[config.mk]
export PLATFORM = sky130hd
export DESIGN_NAME = instr_encoder_loader_flat
export DESIGN_NICKNAME = d
export VERILOG_FILES = /design/src/rtl/instr_encoder_loader_if.sv /design/src/rtl/instr_encoder_loader.sv /design/src/flat_wrapper.sv
export SDC_FILE = /design/constraint.sdc
export NUM_CORES = 1
export LEC_CHECK = 0
export ABC_AREA = 1
export CORE_ASPECT_RATIO = 0.6
export CORE_UTILIZATION = 47
export DETAILED_ROUTE_END_ITERATION = 10
export GPL_TIMING_DRIVEN = 1
export MAX_ROUTING_LAYER = met4
export PLACE_DENSITY = 0.78
export SLEW_MARGIN = 10
export SYNTH_ARGS = -nofsm -noshare
export SYNTH_HDL_FRONTEND = slang
export SYNTH_SLANG_ARGS = --single-unit
export TNS_END_PERCENT = 5
[constraint.sdc]
create_clock -name clk -period 2.2 [get_ports clk]
set_clock_uncertainty 0.05 [all_clocks]
set_input_delay 0.33 -clock clk [delete_from_list [all_inputs] [get_ports clk]]
set_output_delay 0.33 -clock clk [all_outputs]
set_load 0.01 [all_outputs]
[src/rtl/instr_encoder_loader_if.sv]
// Descriptor stream plus instruction-memory write port of the encoder/loader.
// Latency: n/a (wires only).
// Backpressure: in_valid/in_ready on the descriptor side, imem_we/imem_ready on the memory side.
//
// Signals:
//   in_valid/in_ready  descriptor handshake
//   in_kind            00 lw, 01 sw, 10 R-type, 11 beq
//   in_alu             R-type ALU code
//   in_rd/rs1/rs2      register fields
//   in_imm             13-bit signed immediate
//   imem_we            write request
//   imem_addr          byte address of the word being written
//   imem_wdata         encoded instruction
//   imem_ready         memory accepted the write
// modport slave is the loader side; modport master is the producer/memory side.
interface instr_encoder_loader_if;
    logic        in_valid;
    logic        in_ready;
    logic [1:0]  in_kind;
    logic [2:0]  in_alu;
    logic [4:0]  in_rd;
    logic [4:0]  in_rs1;
    logic [4:0]  in_rs2;
    logic [12:0] in_imm;
    logic        imem_we;
    logic [31:0] imem_addr;
    logic [31:0] imem_wdata;
    logic        imem_ready;

    modport slave (
        input  in_valid, in_kind, in_alu, in_rd, in_rs1, in_rs2, in_imm,
        output in_ready,
        output imem_we, imem_addr, imem_wdata,
        input  imem_ready
    );

    modport master (
        output in_valid, in_kind, in_alu, in_rd, in_rs1, in_rs2, in_imm,
        input  in_ready,
        input  imem_we, imem_addr, imem_wdata,
        output imem_ready
    );
endinterface

[src/rtl/instr_encoder_loader.sv]
// Encodes symbolic lw/sw/R-type/beq descriptors into RV32I words and writes them to imem.
// Latency: encoded word on imem_wdata one cycle after the descriptor handshake.
// Backpressure: in_ready low while a write is outstanding; imem_we held until imem_ready.
//
// Ports: clk, rst_n (async active-low), start/finish pulses, bus (instr_encoder_loader_if.slave),
//        count (words written this program), busy, done, err (sticky illegal descriptor).
// Optional macro INSTR_LOADER_TERM_EN: on finish, append the halt word 32'h0000_0063.
module instr_encoder_loader #(
    parameter logic [31:0] BASE_ADDR = 32'h0000_0000,
    parameter int          DEPTH     = 64,
    localparam int         CW        = $clog2(DEPTH + 1)
) (
    input  logic                          clk,
    input  logic                          rst_n,
    input  logic                          start,
    input  logic                          finish,
    instr_encoder_loader_if.slave         bus,
    output logic [CW-1:0]                 count,
    output logic                          busy,
    output logic                          done,
    output logic                          err
);

    typedef enum logic [2:0] {
        IDLE   = 3'd0,
        ACCEPT = 3'd1,
        WRITE  = 3'd2,
        TERM   = 3'd3,
        DONE   = 3'd4
    } state_t;

`ifdef INSTR_LOADER_TERM_EN
    localparam logic [31:0] HALT_WORD = 32'h0000_0063;
`endif

    state_t        state_q, state_d;
    logic [31:0]   addr_q, addr_d;
    logic [31:0]   wdata_q, wdata_d;
    logic [CW-1:0] count_q, count_d;
    logic          err_q, err_d;
    logic          fin_pend_q, fin_pend_d;   // finish seen during WRITE
    logic          halt_q, halt_d;           // current write is the halt word

    function automatic logic alu_legal(input logic [2:0] alu);
        case (alu)
            3'b000, 3'b001, 3'b101, 3'b011, 3'b010, 3'b110: alu_legal = 1'b1;
            default:                                        alu_legal = 1'b0;
        endcase
    endfunction

    function automatic logic [31:0] encode(
        input logic [1:0]  kind,
        input logic [2:0]  alu,
        input logic [4:0]  rd,
        input logic [4:0]  rs1,
        input logic [4:0]  rs2,
        input logic [12:0] imm
    );
        logic [6:0] f7;
        logic [2:0] f3;
        f7 = 7'b0000000;
        f3 = 3'b000;
        case (alu)
            3'b001:  begin f7 = 7'b0100000; f3 = 3'b000; end
            3'b101:  f3 = 3'b010;
            3'b011:  f3 = 3'b110;
            3'b010:  f3 = 3'b111;
            3'b110:  begin f7 = 7'b0100000; f3 = 3'b101; end
            default: f3 = 3'b000;
        endcase
        case (kind)
            2'b00:   encode = {imm[11:0], rs1, 3'b010, rd, 7'b0000011};
            2'b01:   encode = {imm[11:5], rs2, rs1, 3'b010, imm[4:0], 7'b0100011};
            2'b10:   encode = {f7, rs2, rs1, f3, rd, 7'b0110011};
            default: encode = {imm[12], imm[10:5], rs2, rs1, 3'b000, imm[4:1], imm[11], 7'b1100011};
        endcase
    endfunction

    logic desc_legal;
    always_comb begin
        desc_legal = 1'b1;
        if (bus.in_kind == 2'b10 && !alu_legal(bus.in_alu)) desc_legal = 1'b0;
        if (bus.in_kind == 2'b11 && bus.in_imm[0])          desc_legal = 1'b0;
    end

    always_comb begin
        state_d    = state_q;
        addr_d     = addr_q;
        wdata_d    = wdata_q;
        count_d    = count_q;
        err_d      = err_q;
        fin_pend_d = fin_pend_q;
        halt_d     = halt_q;

        if (start) begin
            // Restart from any state; an outstanding write is abandoned.
            state_d    = ACCEPT;
            addr_d     = BASE_ADDR;
            count_d    = '0;
            err_d      = 1'b0;
            fin_pend_d = 1'b0;
            halt_d     = 1'b0;
        end else begin
            case (state_q)
                IDLE: begin
                    addr_d     = BASE_ADDR;
                    count_d    = '0;
                    err_d      = 1'b0;
                    fin_pend_d = 1'b0;
                    halt_d     = 1'b0;
                end
                ACCEPT: begin
                    if (fin_pend_q) begin
                        // in_ready is held low here so no descriptor is lost.
                        fin_pend_d = 1'b0;
                        state_d    = TERM;
                    end else if (bus.in_valid && desc_legal) begin
                        wdata_d = encode(bus.in_kind, bus.in_alu, bus.in_rd,
                                         bus.in_rs1, bus.in_rs2, bus.in_imm);
                        state_d = WRITE;
                    end else begin
                        if (bus.in_valid) err_d = 1'b1;
                        if (finish)       state_d = TERM;
                    end
                end
                WRITE: begin
                    if (finish) fin_pend_d = 1'b1;
                    if (bus.imem_ready) begin
                        addr_d  = addr_q + 32'd4;
                        count_d = count_q + CW'(1);
                        halt_d  = 1'b0;
                        if (halt_q || count_q == CW'(DEPTH - 1)) begin
                            state_d    = DONE;
                            fin_pend_d = 1'b0;
                        end else begin
                            state_d = ACCEPT;
                        end
                    end
                end
                TERM: begin
`ifdef INSTR_LOADER_TERM_EN
                    if (count_q == CW'(DEPTH)) begin
                        state_d = DONE;
                    end else begin
                        wdata_d = HALT_WORD;
                        halt_d  = 1'b1;
                        state_d = WRITE;
                    end
`else
                    state_d = DONE;
`endif
                end
                DONE:    state_d = DONE;
                default: state_d = IDLE;
            endcase
        end
    end

    always_ff @(posedge clk or negedge rst_n) begin
        if (!rst_n) begin
            state_q    <= IDLE;
            addr_q     <= BASE_ADDR;
            wdata_q    <= 32'h0;
            count_q    <= '0;
            err_q      <= 1'b0;
            fin_pend_q <= 1'b0;
            halt_q     <= 1'b0;
        end else begin
            state_q    <= state_d;
            addr_q     <= addr_d;
            wdata_q    <= wdata_d;
            count_q    <= count_d;
            err_q      <= err_d;
            fin_pend_q <= fin_pend_d;
            halt_q     <= halt_d;
        end
    end

    // start gates both handshakes combinationally so an aborted cycle moves nothing.
    assign bus.in_ready   = (state_q == ACCEPT) && !fin_pend_q && !start;
    assign bus.imem_we    = (state_q == WRITE) && !start;
    assign bus.imem_addr  = addr_q;
    assign bus.imem_wdata = wdata_q;
    assign count          = count_q;
    assign busy           = (state_q != IDLE) && (state_q != DONE);
    assign done           = (state_q == DONE);
    assign err            = err_q;

endmodule

[src/flat_wrapper.sv]
// flat-port wrapper written by rule: the top's interface ports become plain ports
module instr_encoder_loader_flat 
#(
    parameter logic [31:0] BASE_ADDR = 32'h0000_0000,
    parameter int          DEPTH     = 64,
    localparam int         CW        = $clog2(DEPTH + 1)
)
  (clk, rst_n, start, finish, count, busy, done, err, bus_in_valid, bus_in_kind, bus_in_alu, bus_in_rd, bus_in_rs1, bus_in_rs2, bus_in_imm, bus_in_ready, bus_imem_we, bus_imem_addr, bus_imem_wdata, bus_imem_ready);
  instr_encoder_loader_if bus_i ();
  input  logic clk;
  input  logic rst_n;
  input  logic start;
  input  logic finish;
  output logic [CW-1:0] count;
  output logic busy;
  output logic done;
  output logic err;
  input wire logic [$bits(bus_i.in_valid)-1:0] bus_in_valid;
  input wire logic [$bits(bus_i.in_kind)-1:0] bus_in_kind;
  input wire logic [$bits(bus_i.in_alu)-1:0] bus_in_alu;
  input wire logic [$bits(bus_i.in_rd)-1:0] bus_in_rd;
  input wire logic [$bits(bus_i.in_rs1)-1:0] bus_in_rs1;
  input wire logic [$bits(bus_i.in_rs2)-1:0] bus_in_rs2;
  input wire logic [$bits(bus_i.in_imm)-1:0] bus_in_imm;
  output wire logic [$bits(bus_i.in_ready)-1:0] bus_in_ready;
  output wire logic [$bits(bus_i.imem_we)-1:0] bus_imem_we;
  output wire logic [$bits(bus_i.imem_addr)-1:0] bus_imem_addr;
  output wire logic [$bits(bus_i.imem_wdata)-1:0] bus_imem_wdata;
  input wire logic [$bits(bus_i.imem_ready)-1:0] bus_imem_ready;
  assign bus_i.in_valid = bus_in_valid;
  assign bus_i.in_kind = bus_in_kind;
  assign bus_i.in_alu = bus_in_alu;
  assign bus_i.in_rd = bus_in_rd;
  assign bus_i.in_rs1 = bus_in_rs1;
  assign bus_i.in_rs2 = bus_in_rs2;
  assign bus_i.in_imm = bus_in_imm;
  assign bus_in_ready = bus_i.in_ready;
  assign bus_imem_we = bus_i.imem_we;
  assign bus_imem_addr = bus_i.imem_addr;
  assign bus_imem_wdata = bus_i.imem_wdata;
  assign bus_i.imem_ready = bus_imem_ready;
  instr_encoder_loader #(.BASE_ADDR(BASE_ADDR), .DEPTH(DEPTH)) u_core (.clk(clk), .rst_n(rst_n), .start(start), .finish(finish), .bus(bus_i), .count(count), .busy(busy), .done(done), .err(err));
endmodule
Yosys cells after proc, flatten, opt, wreduce, memory -nomap -nowiden
Cells that the tools add are included.
Storage, ports and cells
  register bits: 77
  input port bits: 39
  word-level logic and storage cells: 89
Cells by class
  mux-type cells: 32
  reduce and logical (&&, ||, !) cells: 26
  $add $sub $neg: 2
  bitwise gates (word level): 2
  equality and inequality tests: 20
Operator list (count)
  32-bit case mux with 3 select lines: 1
  32-bit 2-to-1 mux: 2
  32-bit case mux with 2 select lines: 1
  32-bit by 3-bit adder with 32-bit output, second input constant: 1
  3-bit case mux with 4 select lines: 2
  3-bit 2-to-1 mux: 6
  3-bit inequality test, second input constant: 5
  7-bit 2-to-1 mux: 2
  7-bit case mux with 2 select lines: 1
  1-bit 2-to-1 mux: 13
  3-bit by 2-bit == test with 1-bit output, second input constant: 4
  3-bit nonzero test: 4
  3-bit == test, second input constant: 3
  4-bit AND reduction: 2
  7-bit by 1-bit adder with 7-bit output, second input constant: 1
  7-bit by 6-bit == test with 1-bit output, second input constant: 1
  1-bit logical AND: 7
  3-bit by 1-bit == test with 1-bit output, second input constant: 2
  3-bit zero test: 2
  6-bit 2-to-1 mux: 1
  1-bit case mux with 2 select lines: 3
  2-bit OR reduction: 3
  6-bit OR reduction: 1
  5-bit by 3-bit inequality test with 1-bit output, second input constant: 1
  other kinds (9): 13

Longest topological paths before layout
  word-level depth: 12
  depth in mapped cells: 10
  depth with buffers taken out: 10

Worst setup path before layout
No wires, ideal clock.
  path type: reg-to-reg
  from: register u_core.addr_q[2], in the netlist u_core.bus.imem_addr[2]
  to: register u_core.addr_q[28], in the netlist u_core.bus.imem_addr[28]
  slack: 0.579 ns
  setup time: 0.117 ns
  cell stages (with the launch flop): 9
  data arrival time: 1.454 ns
  data required time: 2.033 ns
  buffers on the path: 0
  cell sequence: dfrtp_1 > ha_1 > nand3_1 > nor2_1 > nand3_1 > nor2_2 > nand3_1 > nor2_1 > nor2_1
On the way
  longest elaborated chain between the ends: 4
RTL lines
  from (decl): RTL line instr_encoder_loader.sv:37  | logic [31:0] addr_q, addr_d;
  from (signal assigned): RTL line instr_encoder_loader.sv:170  | addr_q <= addr_d;
  32-bit by 3-bit adder with 32-bit output: RTL line instr_encoder_loader.sv:129  | addr_d = addr_q + 32'd4;
  32-bit 2-to-1 mux: RTL line instr_encoder_loader.sv:128  | if (bus.imem_ready) begin
  32-bit case mux with 2 select lines: RTL line instr_encoder_loader.sv:104  | case (state_q)
  32-bit 2-to-1 mux: RTL line instr_encoder_loader.sv:95  | if (start) begin
No other way between the ends. The select of a mux whose other input is x is not followed.
A chain may end at the register's enable or synchronous reset.

Final worst setup path
  from: register u_core.state_q[0]
  to: output port done
On the way
  longest elaborated chain between the ends: 1
RTL lines
  from (decl): RTL line instr_encoder_loader.sv:36  | state_t state_q, state_d;
  from (signal assigned): RTL line instr_encoder_loader.sv:169  | state_q <= state_d;
  3-bit == test: RTL line instr_encoder_loader.sv:186  | assign done = (state_q == DONE);
  to (decl): RTL line flat_wrapper.sv:16  | output logic done;
No other way between the ends.

==> run metrics <==
status=finished, final reports clean; DR vias/cell=5.27; Post-synth EDFFs=0; Worst-path clk slew=0.05 ns; crit path cell chain=inv_2, nand2_1, nor2_1, clkdlybuf4s50_1; sequential area share after synthesis=47.1%; Worst Hold Class=reg -> reg; Sw Share=31.4%; CTS tree=built; Crit. Startpoint=u_core.state_q[0]; Max-Cap Viols=0; CP max stage delay=0.55 ns; clock buffer depth=2; R2R depth=8; final slew viol count=0; dpl ws=-0.0214 ns; DR vias=3842; Yosys cell types=36; CTS H-tree depth=3; vias in the first global route=3587; initial antenna violation count=0; crit path capture type=output port; slew margin rel.=66.2%; DR WL/cell=14.7 um; CP Launch Type=flop; Leakage=2.41 nW; Final Core Density=71.4%; first-pass GRT wire length=17700 um; async set or reset register ratio after synthesis=100%; Hold Crit Start=u_core.bus.imem_wdata[31]; post-synthesis cell count=495; r2r setup slk=0.33 ns; Comb pwr share=33.9%; Layout Nets=664; Critical-path top delay cell=clkdlybuf4s50_1; Largest delay share family, worst path=buffers and inverters; fillers=578; Syn-to-layout area delta=41.9%; RSZ-0062 raised after global routing=false; initial DRC count=317; Initial Utilization=50.3%; Setup-failing EPs final=0; I/O Pins=115; Crit Reg-Reg Startpoint=u_core.state_q[2]; final critical-path share of the clock period=91.4%; worst-margin pin slew=0.506 ns; die height=71.4 um; Fin. Hold Viols=0; Clk Latency, worst-skew pair=0.34 ns; commonest non-fill, non-tap cells in the layout=nand2_1 (146), clkdlybuf4s50_1 (107), dfrtp_1 (71), nor2_1 (59), inv_1 (48); commonest non-fill, non-tap cell in the layout=nand2_1; CTS sink cnt=71; worst-path maximum fanout=4; Cell Int Power=0.00329 W; Reg-to-Reg End=u_core.bus.imem_addr[31]; YS warnings=0; Worst EP arrival=1.63 ns; input/output buffers=110; Sw Pwr=0.00151 W; Die ar.=8400 um^2; drt drc=0; final antenna diode count=0; Peak VDD IR=0.000748 V; achievable frequency=498 MHz; GRT Overall Usage=27.9%; Hold Path Depth=2; sequential share of power=36.1%; ys flop type=dfrtp_1; PD cells=896 nW/um^2; #FFs+latches synth=71; Worst path depth=4; Hold Path End=u_core.bus.imem_wdata[31]; largest net degree at the start of global routing=72; Final GP Congestion=0.883; Final WS setup=0.190 ns; dpl hpwl=7900 um; clock share of power=30.0%; Period minus WS final=2.01 ns; CTS root buf=clkbuf_16; syn_area_per_cell=7.62 um^2; crit path kind=reg -> out; Critical Path RT=1.82 ns; final wirelength=10700 um; post-synthesis instance area=3770 um^2; Initial DRT Pass Iterations=5; die width=118 um; Placeable Area=7510 um^2; Num CTS Buffers=9; Crit path buffers/inverters=2; layout cell share with drive strength beyond 1=10.2%; grt total ovfl=0; Rows=24; final setup TNS=0 ns; DRT antenna net count=0
logic make-up (layout without fill, tap and decap cells):
| kind of cell | count (synthesis) | in the layout | share of synthesized area (%) |
|---|---|---|---|
| multiplexers | 7 | 7 | 2.02 |
| buffers and inverters | 68 | 195 | 8.09 |
| AND/OR/NAND/NOR | 282 | 282 | 32.4 |
| adder cells (fa/ha/maj) | 2 | 2 | 0.663 |
| flip-flops | 71 | 71 | 47.1 |
| other | 1 | 4 | 0.0994 |
| AO/OA/AOI/OAI | 64 | 64 | 9.68 |
registers in the layout, indices dropped and copies added (netlist names):
name / count
u_core.state_q: 3
u_core.err: 1
u_core.fin_pend_q: 1
u_core.bus.imem_addr: 30
u_core.count: 7
u_core.bus.imem_wdata: 29
synth_stat cells, drive strengths merged (5+ instances only):
cell type,count,area share [%]
a21oi,20,2.7
mux2,5,1.5
buf,15,2.8
nand4,6,0.99
nand3,34,4.8
inv,53,5.3
dfrtp,71,47
or2,7,1.2
o211ai,6,1.2
nor3,19,3.1
nand2,147,15
nor2,66,7.2
o21ai,30,4.2
routing by layer:
layer	share of wire (%)	routed length (um)	GRT usage (%)
met5	0	0	-
met4	1.3	144	9.26
met3	7.1	755	6.61
met2	42	4530	39.1
met1	49	5280	39.7
power groups by stage:
stage                     Combinational (W)  Clock, W  Sequential [W]
after floorplan                    0.000638         0         0.00185
after global placement              0.00157         0         0.00175
after detailed placement            0.00159         0         0.00175
after CTS                           0.00163   0.00145         0.00173
after global routing                0.00177   0.00151         0.00176
final                               0.00163   0.00144         0.00173
stage by stage:
step | cell area [um^2] | hold slack [ns] | total power, W | cells
after CTS | 5350 | 0.422 | 0.00482 | 729
final | 5360 | 0.421 | 0.00480 | 729
after floorplan | 3780 | -0.0156 | 0.00249 | 498
after global routing | 5360 | 0.444 | 0.00504 | 729
after global placement | 5040 | 0.331 | 0.00331 | 714
after detailed placement | 5040 | 0.337 | 0.00335 | 714
worst max path at each step:
stage	endpoint	slack (ns)
2_1_floorplan	u_core.bus.imem_addr[28]	0.58
3_5_place_dp	u_core.bus.imem_addr[31]	-0.02
6_report	done	0.19
4_1_cts	bus_imem_we	0.005
5_1_grt	u_core.bus.imem_addr[22]	0.09
3_3_place_gp	u_core.bus.imem_addr[27]	0.06
tightest hold or removal path: cells and delay by family, from the launching register on:
kind | cells | cell delay (ns)
DFF | 1 | 0.34
and+or+nand+nor | 2 | 0.10
cell type report:
type                            instances  area [um^2]  area share [%]
Clock buffer                           12          256            4.79
Multi-Input combinational cell        359         1710            31.9
Clock inverter                          1         30.0           0.561
Sequential cell                        71         1780            33.2
Inverter                               53          199            3.71
Timing Repair Buffer                  129         1250            23.4
Tap cell                              104          130            2.43
timing repair:
action | in CTS | in global routing
hold buffers | 1 | 0
setup endpoints to repair | 2 | 1
pin swaps | 1 | 0
buffers inserted | 1 | 0
endpoints found under the hold margin | 71 | 0
gates resized for setup | 2 | 1
Note: power is estimated with default switching activity, not from simulation.
